--- config.mk ---
export PLATFORM = sky130hd
export DESIGN_NAME = poly_voice_mixer
export DESIGN_NICKNAME = d
export VERILOG_FILES = /design/src/rtl/poly_voice_mixer.sv
export SDC_FILE = /design/constraint.sdc
export NUM_CORES = 2
export LEC_CHECK = 0
export ABC_AREA = 0
export BUFFER_PORTS_ARGS = -buffer_cell sky130_fd_sc_hd__buf_2
export CORE_MARGIN = 4
export CORE_UTILIZATION = 59
export CTS_BUF_LIST = sky130_fd_sc_hd__clkbuf_2 sky130_fd_sc_hd__clkbuf_4 sky130_fd_sc_hd__clkbuf_8
export DETAILED_ROUTE_END_ITERATION = 8
export PLACE_DENSITY = 0.93
export SLEW_MARGIN = 20
export SYNTH_ARGS = -nofsm -noshare
export SYNTH_HDL_FRONTEND = slang
export SYNTH_SLANG_ARGS = --single-unit
--- constraint.sdc ---
create_clock -name clk -period 9.8 [get_ports clk]
set_input_delay 0.98 -clock clk [delete_from_list [all_inputs] [get_ports clk]]
set_output_delay 0.98 -clock clk [all_outputs]
set_load 0.005 [all_outputs]
--- src/rtl/poly_voice_mixer.sv ---
// poly_voice_mixer: NCH-voice envelope-scaled mixer with one shared multiplier, master gain and W-bit saturation.
module poly_voice_mixer #(
   parameter int W   = 16,
   parameter int NCH = 4
) (
   input  logic             clk,
   input  logic             rst_n,
   input  logic             sample_tick,
   input  logic [NCH*W-1:0] ch_sample,
   input  logic [NCH*W-1:0] ch_env,
   input  logic [NCH-1:0]   ch_enable,
   input  logic [W-1:0]     master_gain,
   output logic [W-1:0]     mix_out,
   output logic             mix_valid,
   output logic             busy,
   output logic             clip,
   output logic             overrun
);
   localparam int AW = W + $clog2(NCH) + 1;
   localparam int IW = (NCH > 1) ? $clog2(NCH) : 1;
   localparam logic [1:0] IDLE = 2'd0, MAC = 2'd1, GAIN = 2'd2;
   logic [1:0]              state;
   logic [IW-1:0]           idx;
   logic signed [AW-1:0]    acc;
   logic [NCH*W-1:0]        snap_sample, snap_env;
   logic [NCH-1:0]          snap_en;
   logic [W-1:0]            snap_gain;
   logic signed [W-1:0]     cur_s;
   logic [W-1:0]            cur_e;
   logic signed [2*W:0]     prod;
   logic signed [W-1:0]     term;
   logic signed [AW+W:0]    gprod;
   logic signed [AW:0]      g;
   logic                    ovf;
   logic [W-1:0]            sat;
   logic                    last;
   assign cur_s = snap_sample[int'(idx)*W +: W];
   assign cur_e = snap_env[int'(idx)*W +: W];
   assign prod  = cur_s * $signed({1'b0, cur_e});
   assign term  = snap_en[idx] ? prod[2*W-1:W] : '0;
   assign gprod = acc * $signed({1'b0, snap_gain});
   assign g     = gprod[AW+W:W];
   // in range iff every bit from the W-1 sign position upward agrees
   assign ovf   = !((&g[AW:W-1]) || !(|g[AW:W-1]));
   assign sat   = ovf ? (g[AW] ? {1'b1, {(W-1){1'b0}}} : {1'b0, {(W-1){1'b1}}}) : g[W-1:0];
   assign last  = (idx == IW'(NCH-1));
   assign busy  = (state != IDLE);
   always_ff @(posedge clk or negedge rst_n) begin
      if (!rst_n) begin
         state       <= IDLE;
         idx         <= '0;
         acc         <= '0;
         snap_sample <= '0;
         snap_env    <= '0;
         snap_en     <= '0;
         snap_gain   <= '0;
         mix_out     <= '0;
         mix_valid   <= 1'b0;
         clip        <= 1'b0;
         overrun     <= 1'b0;
      end else begin
         mix_valid <= 1'b0;
         overrun   <= sample_tick && busy;
         case (state)
            IDLE: if (sample_tick) begin
               snap_sample <= ch_sample;
               snap_env    <= ch_env;
               snap_en     <= ch_enable;
               snap_gain   <= master_gain;
               acc         <= '0;
               idx         <= '0;
               state       <= MAC;
            end
            MAC: begin
               acc   <= acc + AW'(term);
               idx   <= last ? '0 : idx + 1'b1;
               state <= last ? GAIN : MAC;
            end
            GAIN: begin
               mix_out   <= sat;
               clip      <= ovf;
               mix_valid <= 1'b1;
               state     <= IDLE;
            end
            default: state <= IDLE;
         endcase
      end
   end
endmodule
==> results.md <==
- Total core area: 0.0476 sq mm
- Mapped Nets: 4077
- Chip width: 227 um
- Gr busiest metal: met2
- I/O Buffers: 170
- Drt first pass iters: 8
- Total Wirelength: 71.1 mm
- Via Count: 22600
- Post-DR wirelength/cell: 18.2 um
- Max cap viols: 0
- Hold WC Path Type: reg2reg
- Met3 Use GR: 6.78%
- GPL Wtd Cong: 0.949
- Io pins: between 150 and 200
- Final #Nets: 4143
- Commonest non-fill, non-tap cell in the layout: nand2_1
- Syn. warnings: 0
- Initial antenna violation count: 1
- CTS tree: yes
- Max Slew Vio Count: 0
- Post-synth EDFFs: 0
- CP max stage cell: mux4_2
- Critical Path Max Stage Delay: 0.69 ns
- Post-synth ARST share: 100%
- Finished Layout Cells: 3899
- Post-place setup slack: 0.448 ns
- RSZ-0062 raised after global routing: no
- Gr usage total: 28.0%
- Row count: 80
- Crit end category: flip-flop
- DIE AREA: 0.0516 sq mm
- Crit path kind: reg2reg
- Fillers: 3429
- First-pass GRT wire length: 116 mm
- Drt via density: 5.79
- Yosys cell types: between 60 and 70
- Global route overflow: 0
- DRT iter0 DRCs: 2151
- Hold buffer count at CTS: 0
- Area growth syn-to-layout: 5.95%
- Relative slew margins: 31.1%
- Worst-margin pin slew: 1.03 ns
- Sequential area share after synthesis: 16.8%
- Avg Cell Area, Syn: ~9 sq um
- Final worst-path cycle share: 95.6%
- Commonest cells after routing, fill and taps aside: 808 x nand2_1, 612 x inv_1, 499 x fa_1, 222 x ha_1, 188 x dfrtp_1
- Setup bufs post-CTS: 0
- DR DRC count: 0
- Crit-path max FO: 18
- Largest net degree at the start of global routing: 117
- PnR worst setup slack: around 0.43 ns
- Setup crit start kind: flip-flop
- Setup tns final: 0 ns
- ANT cells: 0
- Post-route core utilization: 63.0%
- H-tree depth: 4
- Dpl cells: 3867
- Critical Path AT: 9.81 ns
- M2 GR Usage: 45.6%
- Clk slew on worst S/H paths: 0.12 ns
- # setup viols final: 0
- Root Buffer: clkbuf_8
- Worst EP required: around 10 ns
- Status: complete, no violations
- Die Ht: 227 um
- Layout Skew: 0.0348 ns
- Vias in the first global route: 23800
- Setup slack, reg-to-reg: 0.43 ns
- Main synth FF type: dfrtp_1
- Minimum clock period: 9.37 ns
- FMAX: 107 MHz
- Most frequent CP cell: fa_1
- Share of cells above drive strength 1: 8.53%
- Mapped Cells: 3205
- Post-cts sizing count: 0
- Starting Density: 59.5%
- CTS buffer count: 17
- Final ANT Viol Nets: 0
- Clk Latency, worst-skew pair: between 0.5 and 0.6 ns
- CTS Buffer Depth: 2
- Mapped Area: roughly 0.028 sq mm
- Yosys reg bits: between 150 and 200
- Post-DP HPWL: 56.3 mm
- Clk sinks: between 150 and 200
- Met1 Track Usage GR: 36.1%
- Final hold vios: 0
## kinds of logic after synthesis
| group | Yosys count | share of synthesized area (%) |
|---|---|---|
| compound gates | 211 | 4.86 |
| xor+xnor | 62 | 1.96 |
| fa+ha+maj | 721 | 45.0 |
| buf+inv | 755 | 10.1 |
| flops | 190 | 16.8 |
| mux | 58 | 2.90 |
| simple gates | 1208 | 18.4 |
## layout make-up
| cell class | instances | area (sq um) | area share (%) |
|---|---|---|---|
| inverters | 613 | 2300 | 7.66 |
| clock buffers | 18 | 241 | 0.804 |
| clock inverters | 14 | 180 | 0.600 |
| flip-flops and latches | 190 | 4760 | 15.8 |
| repair buffers | 189 | 1010 | 3.35 |
| multi-input cells | 2260 | 20800 | 69.2 |
| well taps | 615 | 769 | 2.56 |
## cells in the mapped netlist, drive strengths merged, types with 4 or more instances
library cell / instances / area, sq um
and2: 170 / 1060
nand2: 809 / 3040
nand3: 30 / 150
o211ai: 5 / 37.5
mux4: 17 / 383
a21o: 18 / 135
nor3: 7 / 35.0
and3: 9 / 56.3
nor2: 117 / 439
o21a: 17 / 128
clkbuf: 127 / 477
o311ai: 5 / 43.8
ha: 222 / 2780
nand2b: 15 / 93.8
a211oi: 8 / 60.1
a31oi: 7 / 43.8
a31o: 4 / 35.0
o21bai: 5 / 37.5
mux2i: 24 / 244
nand4: 9 / 56.3
dfrtp: 190 / 4750
xor2: 25 / 219
inv: 613 / 2300
a21oi: 49 / 245
or2: 8 / 52.6
a311oi: 5 / 43.8
or3: 9 / 56.3
o21ai: 58 / 290
fa: 499 / 9990
mux2: 17 / 195
buf: 15 / 73.8
o2111ai: 5 / 43.8
nor2b: 15 / 93.8
xnor2: 36 / 315
## sequential cells by signal, indices dropped and copies added (netlist names)
signal / count
snap_env: 64
snap_sample: 64
acc: 19
mix_out: 16
snap_gain: 16
snap_en: 4
idx: 2
state: 2
clip: 1
mix_valid: 1
overrun: 1
## metal layers
metal	wire (um)	part of all wire (%)
met3	7530	11
met4	3480	4.9
met2	34300	48
met1	25800	36
met5	13	0.018
## per-stage QoR
stage,hold slack (ns),area [sq um]
finish,0.481,30000
CTS,0.484,30000
detailed placement,0.457,29600
global placement,0.454,29600
global route,0.503,30000
floorplan,0.440,28300
## worst max-delay path, delay by kind of cell, from the launching register on
kind                       cells  cell delay, ns
muxes                          1            0.69
AOI/OAI and AO/OA             12            2.74
xor gates and xnor gates       1            0.15
DFF                            1            0.56
adders and majority gates      8            3.59
buffers and inverters          6            0.74
and+or+nand+nor                5            0.81
## worst paths after layout
kind,startpoint,to,depth (start not counted)
setup / recovery,idx[0],acc[18],33
hold / removal,mix_out[15],mix_out[15],2
setup reg to reg,idx[0],acc[18],33
hold reg to reg,mix_out[15],mix_out[15],2
max in group asynchronous,rst_n,snap_env[27],2
min in group asynchronous,rst_n,clip,1
Power is not shown: default switching activity piles up to over one toggle a cycle in this logic, so the estimate is an artifact.
